[src/rtl/map_tile_writer_pkg.sv]
// Shared map geometry, command opcodes and writer states; the renderer imports the
// same constants so both sides agree on address = x + y*MAP_W.
package map_pkg;
    localparam int MAP_W     = 128;
    localparam int MAP_H     = 128;
    localparam int TILE_BITS = 4;
    localparam int ADDR_BITS = $clog2(MAP_W * MAP_H);

    typedef enum logic [1:0] {
        OP_NOP   = 2'd0,
        OP_POINT = 2'd1,
        OP_RECT  = 2'd2,
        OP_CLEAR = 2'd3
    } cmd_op_e;

    typedef enum logic [1:0] {
        IDLE   = 2'd0,
        PAINT  = 2'd1,
        FINISH = 2'd2
    } wr_state_e;
endpackage

[src/rtl/map_tile_writer_rect_cursor.sv]
// Loadable 2-D raster counter, x fastest; one step per cycle, no internal stall.
// last is combinational on the current position so the caller can stop before wrapping.
module map_rect_cursor #(
    parameter int XB = 7,
    parameter int YB = 7
) (
    input  logic          clk,
    input  logic          rst,
    input  logic          load,
    input  logic          step,
    input  logic [XB-1:0] start_x,
    input  logic [YB-1:0] start_y,
    input  logic [XB-1:0] end_x,
    input  logic [YB-1:0] end_y,
    output logic [XB-1:0] cx,
    output logic [YB-1:0] cy,
    output logic          last
);
    logic [XB-1:0] sx_q;
    logic [XB-1:0] ex_q;
    logic [YB-1:0] ey_q;

    always_ff @(posedge clk or posedge rst) begin
        if (rst) begin
            cx   <= '0;
            cy   <= '0;
            sx_q <= '0;
            ex_q <= '0;
            ey_q <= '0;
        end else if (load) begin
            cx   <= start_x;
            cy   <= start_y;
            sx_q <= start_x;
            ex_q <= end_x;
            ey_q <= end_y;
        end else if (step) begin
            if (cx == ex_q) begin
                cx <= sx_q;
                cy <= cy + YB'(1);
            end else begin
                cx <= cx + XB'(1);
            end
        end
    end

    assign last = (cx == ex_q) && (cy == ey_q);
endmodule

[src/rtl/map_tile_writer.sv]
// Paints POINT/RECT/CLEAR commands into the tile-map RAM, one write per clock; first write
// one cycle after acceptance. No queueing: ready only in IDLE. MAP_TILE_WRITER_NORMALIZE_EN swaps inverted RECT corners.
module map_tile_writer #(
    parameter int WIDTH     = map_pkg::MAP_W,
    parameter int HEIGHT    = map_pkg::MAP_H,
    parameter int TILE_BITS = map_pkg::TILE_BITS
) (
    input  logic                              pixel_clk_in,
    input  logic                              rst_in,
    input  logic                              cmd_valid_in,
    output logic                              cmd_ready_out,
    input  logic [1:0]                        cmd_op_in,
    input  logic [$clog2(WIDTH)-1:0]          x0_in,
    input  logic [$clog2(HEIGHT)-1:0]         y0_in,
    input  logic [$clog2(WIDTH)-1:0]          x1_in,
    input  logic [$clog2(HEIGHT)-1:0]         y1_in,
    input  logic [TILE_BITS-1:0]              tile_in,
    output logic [$clog2(WIDTH*HEIGHT)-1:0]   wr_addr_out,
    output logic [TILE_BITS-1:0]              wr_data_out,
    output logic                              wr_en_out,
    output logic                              busy_out,
    output logic                              done_out,
    output logic                              err_out
);
    import map_pkg::*;

    localparam int XB = $clog2(WIDTH);
    localparam int YB = $clog2(HEIGHT);

    wr_state_e      state;
    cmd_op_e        op;
    logic [XB-1:0]  sx, ex, cx;
    logic [YB-1:0]  sy, ey, cy;
    logic           inverted;
    logic           accept;
    logic           load;
    logic           step;
    logic           last;
    logic [TILE_BITS-1:0] tile_q;

    assign op = cmd_op_e'(cmd_op_in);

    // Resolve the painted region's start/end corners straight from the command fields.
    always_comb begin
        sx       = x0_in;
        sy       = y0_in;
        ex       = x0_in;
        ey       = y0_in;
        inverted = 1'b0;
        case (op)
            OP_RECT: begin
`ifdef MAP_TILE_WRITER_NORMALIZE_EN
                sx = (x1_in < x0_in) ? x1_in : x0_in;
                ex = (x1_in < x0_in) ? x0_in : x1_in;
                sy = (y1_in < y0_in) ? y1_in : y0_in;
                ey = (y1_in < y0_in) ? y0_in : y1_in;
`else
                ex       = x1_in;
                ey       = y1_in;
                inverted = (x1_in < x0_in) || (y1_in < y0_in);
`endif
            end
            OP_CLEAR: begin
                sx = '0;
                sy = '0;
                ex = '1;
                ey = '1;
            end
            default: ;
        endcase
    end

    assign cmd_ready_out = (state == IDLE);
    assign busy_out      = (state != IDLE);
    assign accept        = cmd_valid_in && cmd_ready_out;
    assign load          = accept && (op != OP_NOP) && !inverted;
    assign step          = (state == PAINT) && !last;

    map_rect_cursor #(.XB(XB), .YB(YB)) u_cursor (
        .clk     (pixel_clk_in),
        .rst     (rst_in),
        .load    (load),
        .step    (step),
        .start_x (sx),
        .start_y (sy),
        .end_x   (ex),
        .end_y   (ey),
        .cx      (cx),
        .cy      (cy),
        .last    (last)
    );

    always_ff @(posedge pixel_clk_in or posedge rst_in) begin
        if (rst_in) begin
            state     <= IDLE;
            wr_en_out <= 1'b0;
            done_out  <= 1'b0;
            err_out   <= 1'b0;
            tile_q    <= '0;
        end else begin
            done_out <= 1'b0;
            err_out  <= 1'b0;
            case (state)
                IDLE: begin
                    if (accept) begin
                        if (op == OP_NOP) begin
                            done_out <= 1'b1;
                        end else if (inverted) begin
                            err_out <= 1'b1;
                        end else begin
                            state     <= PAINT;
                            wr_en_out <= 1'b1;
                            tile_q    <= tile_in;
                        end
                    end
                end
                PAINT: begin
                    if (last) begin
                        state     <= FINISH;
                        wr_en_out <= 1'b0;
                        done_out  <= 1'b1;
                    end
                end
                FINISH: state <= IDLE;
                default: state <= IDLE;
            endcase
        end
    end

    // The cursor flops are the write address; they advance on the same edge as the FSM.
    assign wr_addr_out = {cy, cx};
    assign wr_data_out = tile_q;
endmodule

[config.mk]
export PLATFORM = sky130hd
export DESIGN_NAME = map_tile_writer
export DESIGN_NICKNAME = d
export VERILOG_FILES = /design/src/rtl/map_tile_writer_pkg.sv /design/src/rtl/map_tile_writer_rect_cursor.sv /design/src/rtl/map_tile_writer.sv
export SDC_FILE = /design/constraint.sdc
export NUM_CORES = 1
export LEC_CHECK = 0
export BUFFER_PORTS_ARGS = -buffer_cell sky130_fd_sc_hd__buf_2
export CORE_ASPECT_RATIO = 1.2
export CORE_UTILIZATION = 50
export CTS_BUF_LIST = sky130_fd_sc_hd__clkbuf_4
export CTS_CLUSTER_SIZE = 20
export DETAILED_ROUTE_END_ITERATION = 7
export PLACE_DENSITY = 0.77
export SLEW_MARGIN = 25
export SYNTH_ARGS = -nofsm -noshare
export SYNTH_HDL_FRONTEND = slang
export SYNTH_SLANG_ARGS = --single-unit
[constraint.sdc]
create_clock -name pixel_clk_in -period 2.2 [get_ports pixel_clk_in]
set_input_delay 0.22 -clock pixel_clk_in [delete_from_list [all_inputs] [get_ports pixel_clk_in]]
set_output_delay 0.22 -clock pixel_clk_in [all_outputs]
set_load 0.05 [all_outputs]
==> results of run 1 <==
worst paths after layout:
check                                        end  cells past startpoint  slack, ns              from
worst max-delay path              u_cursor.cy[5]                      7       0.16  u_cursor.ex_q[1]
worst min-delay path              wr_data_out[2]                      2       0.07        tile_in[2]
worst max register to register    u_cursor.cy[5]                      7       0.16  u_cursor.ex_q[1]
worst min register to register         wr_en_out                      2       0.50         wr_en_out
max in group asynchronous       u_cursor.ex_q[5]                      4       1.26            rst_in
min in group asynchronous         wr_data_out[1]                      3       0.37            rst_in
layer usage:
metal | vias to the layer above | share of wire [%] | GRT usage, %
li1 | 1218 | - | -
met1 | 1191 | 44 | 34.59
met2 | 76 | 49 | 41.96
met3 | 10 | 5.1 | 3.842
met4 | 0 | 1.5 | 7.818
met5 | - | 0 | 0
registers in the layout, indices dropped and copies added, names as in the netlist:
signal	flops
u_cursor.ey_q	7
u_cursor.cy	7
u_cursor.ex_q	7
u_cursor.sx_q	7
err_out	1
state	2
u_cursor.cx	7
wr_en_out	1
done_out	1
wr_data_out	4
metrics by stage:
step           setup slack, ns  hold WS [ns]  TNS [ns]  total power [uW]
2_1_floorplan         -0.05136        0.3441  -0.05136              3310
3_3_place_gp          -0.05007        0.2399   -0.4505              3922
3_5_place_dp          -0.09644        0.2472    -1.497              3991
4_1_cts                0.07259       0.06006         0              4413
5_1_grt               0.009122       0.05289         0              4708
6_report                0.1638       0.06844         0              4412
cell type report:
| class | count | area [um^2] | share of cell area [%] |
|---|---|---|---|
| clock buffers | 6 | 45.04 | 1.265 |
| inverters | 21 | 78.83 | 2.214 |
| repair buffers | 98 | 603.1 | 16.94 |
| clock inverters | 2 | 12.51 | 0.3515 |
| flip-flops and latches | 44 | 1104 | 31.00 |
| multi-input cells | 203 | 1639 | 46.05 |
| well taps | 62 | 77.57 | 2.179 |
placed cells by master (no fill, tap or decap), types with 4 or more instances in the layout:
cell / instances
mux2_2: 12
clkbuf_4: 6
o21ai_0: 31
mux2_4: 4
a22o_2: 4
buf_2: 59
nand3_1: 12
inv_1: 20
o22ai_1: 5
xnor2_1: 19
o21ai_1: 10
ha_1: 12
nor2_1: 6
nand2_1: 11
dfrtp_1: 42
buf_4: 37
nand2b_1: 4
nand4_1: 7
mux2i_1: 7
a221o_1: 4
power groups by stage:
stage / clock network (uW) / registers [uW] / logic (uW)
3_5_place_dp: 0 / 1510 / 2480
3_3_place_gp: 0 / 1500 / 2430
2_1_floorplan: 0 / 2070 / 1240
4_1_cts: 427 / 1490 / 2490
6_report: 419 / 1500 / 2500
5_1_grt: 463 / 1540 / 2700
cell families (layout without fill, tap and decap cells):
logic type,Yosys count,after routing,synth area share [%]
adder cells (fa/ha/maj),14,14,6.173
AND/OR/NAND/NOR,64,64,13.18
XOR/XNOR,21,21,6.482
multiplexers,23,23,9.348
buffers and inverters,32,127,5.467
AO/OA/AOI/OAI,81,81,20.55
flip-flops,44,44,38.80
repair_timing:
action | CTS | global route
resized for setup | 0 | 4
hold buffers | 1 | 0
endpoints found under the hold margin | 15 | 0
setup endpoints to repair | 0 | 6
==> results.toml, run 1 <==
[route]
ant_nets = 0
vias_per_cell = 5.722
routed_wirelength_mm = 6.914
route.detailed.wl_per_inst_um = 15.86
drt_pass1_iterations = 6
drtIter0Drc = 144
remaining_drc_errors = 6
dr_total_vias = 2495

[global_route]
grt_pass1_wl_mm = 12.00
track_usage_pct = 25.46
grt-ovfl-total = 0
grt_pass1_vias = 2494
grt_start_max_net_pins = 28
antenna_found_initial = 0

[floorplan]
io_pins = 60
core.rowCount = 29
die-area_mm2 = 0.005982
start_util_pct = 52.84
die_x_um = 70.77
die_height_um = 84.53
coreArea_mm2 = 0.005370

[logic_synthesis]
ys_seq_elements = 44
synthTopCellsByArea = "dfrtp_1, ha_1, xnor2_1"
syn_nets = 330
ys_types = 56
ys_seq_area_share_pct = 38.80
synth_common_cells = "dfrtp_1, o21ai_0, inv_1"
synth_ff_type = "dfrtp_1"
synth_edf_count = 0
synth_top_area_share_pct = 38.80
yosysTopAreaCell = "dfrtp_1"
syn_avg_cell_area_um2 = 10.17
yosys.cell_count.top_type = "dfrtp_1"
yosys_warnings = 0
syn_area_mm2 = 0.002838
async_reset_ff_share_pct = 100.0
synthCells = 279

[finish]
post-route-util_pct = 66.29
fillers = 451
final_area_mm2 = 0.003560
diodes = 0
finalNonFillerCells = 436
fin_nets = 424
layout-drive-gt1-share_pct = 39.30
layout-area-overhead-vs-synth_pct = 25.44

[clocking]
cts_max_path_buffers = 2
ctsHtreeMaxLevel = 2
cts_tree = "yes"
clock_latency_ns = 0.37
cts-buffers-inserted = 5
clkSlewWorstSetupHoldPaths_ns = 0.14
clkSinkCount = 44
root_buffer = "clkbuf_4"
post-cts-setup-buffer-count = 0

[critical_path]
endpoint_kind = "flop"
worstPathRequired_ns = 2.47
critical_path_class = "reg2reg"
cp_common_cell = "xnor2_1"
path_buf_inv = 1
startpoint_type = "flop"
cp_top_family = "simple AND/OR/NAND/NOR gates"
crit_fanout = 12
crit_slowest_cell = "dfrtp_1"
crit_arrival_ns = 2.31
path_cells = "xnor2_1, nand4_1, or2_1, buf_4, nor4_1, xnor2_1, o21ai_1"
critPathMaxStageDelay_ns = 0.42

[power]
p_sw_share_pct = 46.94
power_switching_uw = 2071
p_clk_share_pct = 9.5
p_comb_share_pct = 56.6
peakVddDrop_mv = 0.5579
power_density_mw_per_mm2 = 1239
p_seq_share_pct = 33.9
p_leak_uw = 0.001695
p_int_uw = 2341

[sta]
slew_headroom_pct = 58.69
period_minus_slack_ns = 2.036
skew_ns = 0.01046
worstMarginPinSlew_ns = 0.6158
slew_violations = 0
hold_violations = 0
max_freq_mhz = 491.1
grt_setup_unrepaired = "no"
finalCritPeriodShare_pct = 92.55
setup_viol = 0

[placement]
dp_hpwl_mm = 5.521
place_area_mm2 = 0.003470
port_buffers = 59
routabilityCongestion = 0.9459
dp_cells = 427

[job]
cap_violations = 0

[run_status]
violations = "design-rule violations"
status = "finished with violations"

[hold_path]
holdCritPathClass = "in2reg"
No activity file was read; power rests on OpenSTA's default activity.
==> inputs of run 2 (changes only) <==
RECOVER_POWER = 100   (was unset)
==> results.toml, run 2 (synthesis results as in run 1) <==
[power]
p_sw_share_pct = 47.87
power_density_mw_per_mm2 = 1253
peakVddDrop_mv = 0.5470
p_int_uw = 2248
power_switching_uw = 2064
p_seq_share_pct = 34.7
p_clk_share_pct = 9.8
p_leak_uw = 0.001584
p_comb_share_pct = 55.5

[clocking]
cts_max_path_buffers = 2
cts-buffers-inserted = 5
cts_tree = "yes"
clock_latency_ns = 0.37
clkSinkCount = 44
ctsHtreeMaxLevel = 2
root_buffer = "clkbuf_4"
clkSlewWorstSetupHoldPaths_ns = 0.14
post-cts-setup-buffer-count = 0

[floorplan]
die-area_mm2 = 0.005982
io_pins = 60
coreArea_mm2 = 0.005370
die_height_um = 84.53
die_x_um = 70.77
core.rowCount = 29
start_util_pct = 52.84

[route]
remaining_drc_errors = 6
vias_per_cell = 5.741
ant_nets = 0
routed_wirelength_mm = 6.942
dr_total_vias = 2503
drtIter0Drc = 100
route.detailed.wl_per_inst_um = 15.92
drt_pass1_iterations = 6

[sta]
slew_violations = 0
finalCritPeriodShare_pct = 93.05
hold_violations = 0
slew_headroom_pct = 43.14
grt_setup_unrepaired = "no"
period_minus_slack_ns = 2.047
skew_ns = 0.01589
worstMarginPinSlew_ns = 0.8528
final.setup.worst_slack_ns = 0.1529
hold_ws_ns = 0.05200
setup_viol = 0
max_freq_mhz = 488.5

[critical_path]
path_buf_inv = 1
startpoint_type = "flop"
rr_startpoint = "u_cursor.cx[0]"
reg2reg_slack_ns = 0.15
worstPathRequired_ns = 2.47
crit_arrival_ns = 2.32
timing.rr.end = "u_cursor.cy[5]"
endpoint_kind = "flop"
critical_path_class = "reg2reg"
crit_slowest_cell = "dfrtp_2"
crit_fanout = 12
path_cells = "xnor2_1, nand4_1, or2_1, buf_4, nor4_1, xnor2_1, o21ai_1"
cp_top_family = "simple AND/OR/NAND/NOR gates"
r2r_cells = 7
cp_common_cell = "xnor2_1"
critPathMaxStageDelay_ns = 0.46

[finish]
diodes = 0
layout-area-overhead-vs-synth_pct = 21.30
fin_nets = 424
layout-drive-gt1-share_pct = 29.95
final_common_cell = "dfrtp_1"
layout_common_cells = "dfrtp_1, buf_2, buf_4, o21ai_0, clkbuf_1"
final_area_mm2 = 0.003442

[placement]
place_area_mm2 = 0.003470
dp_hpwl_mm = 5.521
port_buffers = 59
pre_cts_ws_ns = -0.09644
routabilityCongestion = 0.9459

[hold_path]
hold_depth = 2
min_to = "wr_data_out[1]"
holdCritPathClass = "in2reg"
min_from = "tile_in[1]"

[run_status]
violations = "design-rule violations"
status = "finished with violations"

[global_route]
grt-ovfl-total = 0
antenna_found_initial = 0
grt_pass1_wl_mm = 12.00
track_usage_pct = 25.46
grt_pass1_vias = 2494
grt_start_max_net_pins = 28

[job]
cap_violations = 0
run 2: area by class of cell:
| cell class | instances | area [um^2] |
|---|---|---|
| Sequential cell | 44 | 1104 |
| Inverter | 21 | 78.83 |
| Clock inverter | 2 | 12.51 |
| Timing Repair Buffer | 98 | 560.5 |
| Clock buffer | 6 | 45.04 |
| Fill cell | 474 | 1928 |
| Multi-Input combinational cell | 203 | 1564 |
| Tap cell | 62 | 77.57 |
run 2: stage by stage:
| stage | std cells | util (%) | total power (uW) | TNS, ns |
|---|---|---|---|---|
| 2_1_floorplan | 279 | - | 3310 | -0.05136 |
| 3_3_place_gp | 427 | 64.61 | 3922 | -0.4505 |
| 6_report | 436 | 64.10 | 4312 | 0 |
| 3_5_place_dp | 427 | 64.61 | 3991 | -1.497 |
| 4_1_cts | 436 | 65.87 | 4413 | 0 |
| 5_1_grt | 436 | 64.10 | 4602 | 0 |
run 2: power groups by stage:
| stage | clock, uW | combinational (uW) | sequential (uW) |
|---|---|---|---|
| final | 422 | 2390 | 1500 |
| after CTS | 427 | 2490 | 1490 |
| after floorplan | 0 | 1240 | 2070 |
| after global placement | 0 | 2430 | 1500 |
| after detailed placement | 0 | 2480 | 1510 |
| after global routing | 463 | 2590 | 1540 |
run 2: how the worst max path moves through the flow:
stage / from / endpoint / slack [ns] / depth (start not counted)
5_1_grt: u_cursor.cx[3] / u_cursor.cx[4] / 0.01 / 7
2_1_floorplan: u_cursor.cx[1] / u_cursor.cy[0] / -0.05 / 7
6_report: u_cursor.cx[0] / u_cursor.cy[5] / 0.15 / 7
3_3_place_gp: y0_in[6] / u_cursor.sx_q[3] / -0.05 / 10
3_5_place_dp: x0_in[4] / u_cursor.ex_q[1] / -0.1 / 10
4_1_cts: u_cursor.cx[0] / u_cursor.cy[0] / 0.07 / 6
run 2: routing by layer:
layer	part of all wire [%]	GRT usage, %	vias up	wire length (um)
met2	48	41.96	87	3354
met5	0	0	-	0
met4	2.1	7.818	0	144
met3	5.8	3.842	14	400
met1	44	34.59	1189	3043
li1	-	-	1213	-
run 2: what timing repair did:
action | in CTS | in global routing
endpoints found under the hold margin | 15 | 0
hold buffers | 1 | 0
resized for setup | 0 | 4
setup endpoints to repair | 0 | 6
==> inputs of run 3 (changes only) <==
CORE_UTILIZATION = 45   (was 50)
PLACE_DENSITY = 0.71   (was 0.77)
==> results.toml, run 3 (synthesis results as in run 1) <==
[critical_path]
crit_fanout = 17
path_cells = "clkbuf_1, inv_1, ha_1, and2_0, a221o_1, a41o_2, a41oi_1, nor2_4, buf_6, mux2_1"
critical_path_class = "in2reg"
reg2reg_slack_ns = 0.12
endpoint_kind = "flop"
r2r_cells = 7
critPathMaxStageDelay_ns = 0.32
startpoint_type = "input pin"
timing.rr.end = "u_cursor.cx[4]"
startpoint = "y0_in[6]"
crit_arrival_ns = 2.36
worstPathRequired_ns = 2.46
crit_slowest_cell = "mux2_1"
setup.worst_path.end = "wr_data_out[1]"
rr_startpoint = "u_cursor.cx[1]"

[power]
peakVddDrop_mv = 0.5233
power_density_mw_per_mm2 = 1248
p_leak_uw = 0.001583

[clocking]
cts_max_path_buffers = 2
ctsHtreeMaxLevel = 2
post-cts-setup-buffer-count = 0
clkSinkCount = 44
root_buffer = "clkbuf_4"
clkSlewWorstSetupHoldPaths_ns = 0.13
cts_tree = "yes"
cts-buffers-inserted = 5
clock_latency_ns = 0.37

[floorplan]
io_pins = 60
core.rowCount = 31
coreArea_mm2 = 0.006051
start_util_pct = 46.90
die_x_um = 74.49
die_height_um = 88.99
die-area_mm2 = 0.006629

[global_route]
grt_pass1_wl_mm = 11.76
grt-ovfl-total = 0
grt_pass1_vias = 2325
track_usage_pct = 23.59
grt_start_max_net_pins = 28
antenna_found_initial = 0

[finish]
diodes = 0
layout-drive-gt1-share_pct = 29.14
fin_nets = 424
finalNonFillerCells = 456
post-route-util_pct = 57.34
final_common_cell = "dfrtp_1"
layout-area-overhead-vs-synth_pct = 22.27
layout_common_cells = "dfrtp_1, buf_2, o21ai_0, buf_4, clkbuf_1"

[sta]
slew_violations = 0
skew_ns = 0.01015
worstMarginPinSlew_ns = 0.7974
hold_ws_ns = 0.06748
period_minus_slack_ns = 2.100
grt_setup_unrepaired = "no"
setup_viol = 0
max_freq_mhz = 476.2
finalCritPeriodShare_pct = 95.44
hold_violations = 0
slew_headroom_pct = 46.84
final.setup.worst_slack_ns = 0.1002

[placement]
dp_cells = 447
pre_cts_ws_ns = -0.1166
dp_hpwl_mm = 5.681
port_buffers = 59
routabilityCongestion = 0.8493

[route]
route.detailed.wl_per_inst_um = 15.67
remaining_drc_errors = 0
dr_total_vias = 2488
vias_per_cell = 5.456
routed_wirelength_mm = 7.147
drt_pass1_iterations = 4
ant_nets = 0
drtIter0Drc = 186

[job]
cap_violations = 0

[hold_path]
holdCritPathClass = "in2reg"
hold_depth = 2

[run_status]
status = "finished, final reports clean"
-- run 3: what timing repair did --
action	4_1_cts	5_1_grt
setup endpoints to repair	0	5
endpoints found under the hold margin	16	0
hold buffers	1	0
resized for setup	0	3
-- run 3: how the worst min path moves through the flow --
| stage | slack (ns) | from | end |
|---|---|---|---|
| floorplan | 0.34 | x0_in[1] | u_cursor.cx[1] |
| global placement | 0.26 | rst_in | wr_data_out[2] |
| detailed placement | 0.25 | rst_in | wr_data_out[2] |
| CTS | 0.06 | tile_in[3] | wr_data_out[3] |
| global route | 0.05 | tile_in[3] | wr_data_out[3] |
| finish | 0.07 | tile_in[0] | wr_data_out[0] |
-- run 3: area by class of cell --
class	count	area (um^2)
fillers	592	2581
clock buffers	6	45.04
repair buffers	98	541.8
flip-flops and latches	44	1104
clock inverters	2	11.26
multi-input cells	203	1587
inverters	21	78.83
well taps	82	102.6
-- run 3: layer usage --
layer  global-route usage (%)  share of wire [%]
met5                        0                  0
met4                    6.346                1.1
met3                    3.946                3.9
met2                    37.43                 50
met1                    33.29                 45
-- run 3: through the flow --
step	cell area, um^2	setup TNS [ns]	total power, uW
3_5_place_dp	3495	-2.163	4024
5_1_grt	3470	0	4609
6_report	3470	0	4331
4_1_cts	3561	0	4435
3_3_place_gp	3495	-1.016	3963
2_1_floorplan	2875	-0.05136	3310
-- run 3: power by group --
part           leakage [uW]  switching, uW  total (uW)  internal, uW
clock             0.0000293            283         417           134
sequential         0.000533            313        1490          1180
combinational       0.00102           1480        2430           942
total               0.00158           2080        4330          2250
-- run 3: worst max-delay path, delay by kind of cell --
family	cells	cell delay, ns
fa+ha+maj	1	0.30
buf+inv	3	0.41
compound gates	3	0.87
simple gates	2	0.23
mux	1	0.32
